===== src/rtl/cmp_stream_minmax_pkg.sv =====
// Shared types and helpers for the streaming min/max tracker.
// Holds the FSM state encoding, default widths and the signed less-than decode.
package cmp_pkg;

    localparam int N_DEF     = 32;
    localparam int IDX_W_DEF = 16;

    typedef enum logic [1:0] {
        IDLE  = 2'd0,
        ACCUM = 2'd1,
        HOLD  = 2'd2
    } state_e;

    // a < b after a - b: the sign bit corrected by overflow.
    function automatic logic signed_lt(input logic v, input logic n);
        return n ^ v;
    endfunction

endpackage


===== src/rtl/cmp_stream_minmax_cmp.sv =====
// Subtract-based comparator: flags of a_i - b_i (negative, zero, signed overflow).
// Purely combinational; no handshake.
module cmp_stream_minmax_cmp #(
    parameter int n = 32
) (
    input  logic [n-1:0] a_i,
    input  logic [n-1:0] b_i,
    output logic         n_o,
    output logic         z_o,
    output logic         v_o
);

    logic [n-1:0] diff;

    assign diff = a_i - b_i;
    assign n_o  = diff[n-1];
    assign z_o  = (diff == '0);
    // Overflow only when operand signs differ and the result sign disagrees with a.
    assign v_o  = (a_i[n-1] ^ b_i[n-1]) & (diff[n-1] ^ a_i[n-1]);

endmodule


===== src/rtl/cmp_stream_minmax.sv =====
// Frame-wise running min/max with first-occurrence indices and saturating count.
// Result registered one cycle after the in_last transfer; input stalls while the result waits.
module cmp_stream_minmax
    import cmp_pkg::*;
#(
    parameter int N     = N_DEF,
    parameter int IDX_W = IDX_W_DEF
) (
    input  logic             clk,
    input  logic             rst_n,
    input  logic             in_valid,
    output logic             in_ready,
    input  logic [N-1:0]     in_data,
    input  logic             in_last,
    output logic             out_valid,
    input  logic             out_ready,
    output logic [N-1:0]     out_min,
    output logic [N-1:0]     out_max,
    output logic [IDX_W-1:0] out_min_idx,
    output logic [IDX_W-1:0] out_max_idx,
    output logic [IDX_W-1:0] out_count
);

    localparam logic [IDX_W-1:0] CNT_MAX = '1;

    state_e           state_q, state_d;
    logic [N-1:0]     min_q, min_d, max_q, max_d;
    logic [IDX_W-1:0] min_idx_q, min_idx_d, max_idx_q, max_idx_d, cnt_q, cnt_d;
    logic [N-1:0]     out_min_q, out_max_q;
    logic [IDX_W-1:0] out_min_idx_q, out_max_idx_q, out_count_q;

    logic in_fire, out_fire;
    logic n_min, z_min, v_min, n_max, z_max, v_max;
    logic less, greater;

    assign in_fire  = in_valid && in_ready;
    assign out_fire = out_valid && out_ready;

    cmp_stream_minmax_cmp #(.n(N)) u_cmp_min (
        .a_i (in_data),
        .b_i (min_q),
        .n_o (n_min),
        .z_o (z_min),
        .v_o (v_min)
    );

    cmp_stream_minmax_cmp #(.n(N)) u_cmp_max (
        .a_i (in_data),
        .b_i (max_q),
        .n_o (n_max),
        .z_o (z_max),
        .v_o (v_max)
    );

    // Strict in both directions so ties keep the earlier index.
    assign less    = signed_lt(v_min, n_min) & ~z_min;
    assign greater = ~signed_lt(v_max, n_max) & ~z_max;

    always_comb begin
        min_d     = min_q;
        max_d     = max_q;
        min_idx_d = min_idx_q;
        max_idx_d = max_idx_q;
        cnt_d     = cnt_q;
        if (state_q == IDLE) begin
            min_d     = in_data;
            max_d     = in_data;
            min_idx_d = '0;
            max_idx_d = '0;
            cnt_d     = IDX_W'(1);
        end else begin
            if (less) begin
                min_d     = in_data;
                min_idx_d = cnt_q;
            end
            if (greater) begin
                max_d     = in_data;
                max_idx_d = cnt_q;
            end
            cnt_d = (cnt_q == CNT_MAX) ? cnt_q : cnt_q + 1'b1;
        end
    end

    always_ff @(posedge clk or negedge rst_n) begin
        if (!rst_n) begin
            state_q <= IDLE;
        end else begin
            state_q <= state_d;
        end
    end

    always_comb begin
        state_d = state_q;
        case (state_q)
            IDLE:    if (in_fire) state_d = in_last ? HOLD : ACCUM;
            ACCUM:   if (in_fire && in_last) state_d = HOLD;
            HOLD:    if (out_fire) state_d = IDLE;
            default: state_d = IDLE;
        endcase
    end

    always_comb begin
        in_ready  = (state_q != HOLD);
        out_valid = (state_q == HOLD);
    end

    always_ff @(posedge clk or negedge rst_n) begin
        if (!rst_n) begin
            min_q     <= '0;
            max_q     <= '0;
            min_idx_q <= '0;
            max_idx_q <= '0;
            cnt_q     <= '0;
        end else if (in_fire) begin
            min_q     <= min_d;
            max_q     <= max_d;
            min_idx_q <= min_idx_d;
            max_idx_q <= max_idx_d;
            cnt_q     <= cnt_d;
        end
    end

    // Result captured on the same edge that enters HOLD, then held until the next frame ends.
    always_ff @(posedge clk or negedge rst_n) begin
        if (!rst_n) begin
            out_min_q     <= '0;
            out_max_q     <= '0;
            out_min_idx_q <= '0;
            out_max_idx_q <= '0;
            out_count_q   <= '0;
        end else if (in_fire && in_last) begin
            out_min_q     <= min_d;
            out_max_q     <= max_d;
            out_min_idx_q <= min_idx_d;
            out_max_idx_q <= max_idx_d;
            out_count_q   <= cnt_d;
        end
    end

    assign out_min     = out_min_q;
    assign out_max     = out_max_q;
    assign out_min_idx = out_min_idx_q;
    assign out_max_idx = out_max_idx_q;
    assign out_count   = out_count_q;

endmodule


===== config.mk =====
export PLATFORM = sky130hd
export DESIGN_NAME = cmp_stream_minmax
export DESIGN_NICKNAME = d
export VERILOG_FILES = /design/src/rtl/cmp_stream_minmax_pkg.sv /design/src/rtl/cmp_stream_minmax_cmp.sv /design/src/rtl/cmp_stream_minmax.sv
export SDC_FILE = /design/constraint.sdc
export NUM_CORES = 1
export LEC_CHECK = 0
export BUFFER_PORTS_ARGS = -buffer_cell sky130_fd_sc_hd__clkbuf_2
export CORE_UTILIZATION = 43
export DETAILED_ROUTE_END_ITERATION = 10
export PLACE_DENSITY = 0.57
export SYNTH_ARGS = -nofsm -noshare
export SYNTH_HDL_FRONTEND = slang
export SYNTH_SLANG_ARGS = --single-unit

===== constraint.sdc =====
create_clock -name clk -period 13.2 [get_ports clk]
set_clock_uncertainty 0.15 [all_clocks]
set_input_delay 1.32 -clock clk [delete_from_list [all_inputs] [get_ports clk]]
set_output_delay 1.32 -clock clk [all_outputs]
set_load 0.03 [all_outputs]

==> run metrics <==
worst hold-check path type=reg -> reg; post-CTS sizing=0; Avg Inst Size Synth=8.99 um2; CP Capture Type=register; CP required=13.49 ns; number of max-cap violations=0; Hold Crit Depth=2; DRT iter0 DRCs=1162; Cell variety after synth=92; die height=189 um; sequential fraction of the synthesis area=37.8%; Filler cells=3329; CTS tree=yes; Power per Cell Area=211 nW/um2; GP Congestion=0.905; WL met2=19200 um; Pwr Total=3.52 mW; VDD IR max=0.114 mV; WL/cell=20.4 um; H-Tree Level Count=1; worst-skew pair later-pin latency=0.56 ns; pre-CTS WS=5.31 ns; Tcrit/Tclk final=55.9%; root buffer cell=clkbuf_16; worst-path cell chain=clkbuf_2 > ha_1 > nand4_1 > nor4_1 > or2b_1 > o211ai_2 > a21o_1 > a21o_1 > a21oi_1 > o21ba_2 > fa_1 > nand4_1 > a211o_1 > a2111oi_0 > nand4_1 > nor4_1 > and4b_1 > a41oi_4 > buf_4 > nand2_2 > mux2_2; Post-Synthesis Cells=1665; final hold vios=0; Top delay family on crit path=simple AND/OR/NAND/NOR gates; CP startpoint kind=input pin; Core ar.=33900 um2; post-placement cell count=2156; syn nets=1769; Crit Path Class=in -> reg; Mapped Area=15000 um2; Synth Flop Type=dfrtp_1; DP HPWL=31500 um; Rel. slew slack=22.7%; Nets=1841; combinational share of power=50.2%; GRT Total Usage=25.0%; RSZ-0062 raised after global routing=false; reg2reg end=min_q[4]$_DFFE_PN0P_; Slowest cell on crit path=nand2_2; DRT Pass-1 Iters=5; Total Neg Setup Slack=0 ns; DR WL met3=2480 um; FP Rows=67; ys async rst share=100%; layout cells sized above 1=18.0%; I/O pin cnt=151; post-CTS setup-driven buffer insertion count=0; Clock power frac=20.7%; R2R depth=21; clk slew on worst S/H paths=0.06 ns; Yosys reg bits=226; switching share of power=44.8%; Final min period=7.37 ns; outcome=finished, final reports clean; DP Area=15800 um2; Leakage=7.49 nW; RR Startpoint=min_q[18]$_DFFE_PN0P_; CTS buffer count=27; first-pass GRT wire length=71400 um; setup ws final=5.83 ns; reg-to-reg slack, setup=6.40 ns; Bufs and invs on worst path=2; die footprint=35600 um2; remaining global-route overflow=0; Area Growth Syn to Fin=11.5%; Port Buf Inserts=150; Residual DRC=0; Starting Density=44.2%; antenna violations before repair=2; commonest non-fill, non-tap cells in the layout=dfrtp_1, clkbuf_2, nor2_1, a21oi_1, nand2_1; Seq pwr share=29.1%; vias in the first global route=12437; f_max=136 MHz; Slew Limit Fails=0; Die Wd=189 um; CTS Sinks=226; critical path arrival=7.66 ns; Routed met1 length=22700 um; hold path endpoint=out_min_idx[5]$_DFFE_PN0P_; Crit path top cell by count=nand4_1; Antenna Nets Post-Route=0; hold buffer count at cts=0; most common cell after layout, fill and taps aside=dfrtp_1; mean number of vias per cell=5.93; Worst path max stage delay=0.91 ns; Layout Cells excl Fill=2204; final wirelength=45000 um; Critical Path Fanout Max=48; design area=16700 um2; Vias=13078; pin count of the biggest net entering global routing=90; final setup fails=0; Synth warnings=0; highest routed layer=met4; Max Buffers Root-to-Sink=3; Net Sw Power=1.58 mW; Int Pwr=1.94 mW; worst-margin pin slew=1.16 ns; HP Start=out_min_idx[5]$_DFFE_PN0P_; Post-synth EDFFs=0
## synthesized netlist by cell type (11+ instances only)
cell      count  area share [%]
and3_1       15            0.63
a311oi_1     34             2.0
inv_1        88             2.2
buf_2        15            0.50
nand3_1      56             1.9
dfrtp_1     226              38
nor2_1      133             3.3
nand4_1      17            0.71
o31ai_1      14            0.70
nand3b_1     19            0.95
clkbuf_1     84             2.1
ha_1         63             5.3
nand2_1     133             3.3
nand2b_1     14            0.59
o21a_1       36             1.8
o21ai_0      62             2.1
a21oi_1     133             4.4
nor3_1       82             2.7
a22o_1       24             1.4
mux2_2       62             4.7
a22oi_1      17            0.85
mux2i_1      56             3.7
nor4_1       39             1.6
a211oi_1     11            0.55
xor2_1       15            0.88
a21o_1       19            0.95
## logic make-up (layout without fill, tap and decap cells)
group,count (synthesis),after routing,share of synthesized area (%)
fa+ha+maj,67,67,5.80
other cells,0,1,0
mux,125,125,8.95
buf+inv,212,302,6.26
compound gates,451,451,21.2
xor+xnor,25,25,1.46
simple gates,559,559,18.5
flops,226,226,37.8
## tightest hold or removal path, delay by kind of cell, from the launching register on
family	cells	cell delay (ns)
flops	1	0.34
compound gates	1	0.06
simple gates	1	0.05
## registers in the layout, indices dropped and copies added (netlist names)
register and count:
max_idx_q 16, out_min 32, out_count 16, out_max 32, state_q 2, out_max_idx 16, max_q 32, min_q 32
min_idx_q 16, out_min_idx 16, cnt_q 16
## metal layers
| metal | vias to the layer above | track usage, % |
|---|---|---|
| li1 | 6215 | - |
| met1 | 6439 | 39.2 |
| met2 | 374 | 36.8 |
| met3 | 50 | 2.81 |
| met4 | 0 | 4.96 |
| met5 | - | 0 |
## worst max-delay path by stage
stage	start	endpoint	slack, ns	cells past startpoint
after floorplan	in_data[4]	max_q[0]$_DFFE_PN0P_	7.04	26
final	in_data[18]	min_q[4]$_DFFE_PN0P_	5.83	21
after detailed placement	in_data[18]	min_q[8]$_DFFE_PN0P_	5.31	21
after global placement	in_data[18]	min_q[11]$_DFFE_PN0P_	5.33	21
after global routing	in_data[18]	min_q[4]$_DFFE_PN0P_	5.39	21
after CTS	in_data[18]	min_q[26]$_DFFE_PN0P_	5.89	21
## per-stage QoR
step	hold WS, ns	utilization (%)
after detailed placement	0.321	46.7
after CTS	0.334	49.3
after global placement	0.315	46.7
after global routing	0.352	49.3
after floorplan	0.308	-
final	0.326	49.3
## final cells by class
class	count	area, um2	area share, %
Antenna cell	1	2.50	0.0150
Clock buffer	41	788	4.72
Clock inverter	6	72.6	0.435
Inverter	89	334	2.00
Multi-Input combinational cell	1227	8400	50.3
Sequential cell	226	5660	33.9
Tap cell	448	561	3.36
Timing Repair Buffer	166	881	5.28
## power groups by stage
| stage | clock (mW) | combinational [mW] | sequential (mW) |
|---|---|---|---|
| global route | 0.779 | 1.93 | 1.05 |
| global placement | 0 | 1.75 | 1.02 |
| detailed placement | 0 | 1.75 | 1.03 |
| floorplan | 0 | 1.18 | 1.13 |
| CTS | 0.752 | 1.76 | 1.02 |
| finish | 0.729 | 1.77 | 1.02 |
No activity file was read; power rests on OpenSTA's default activity.
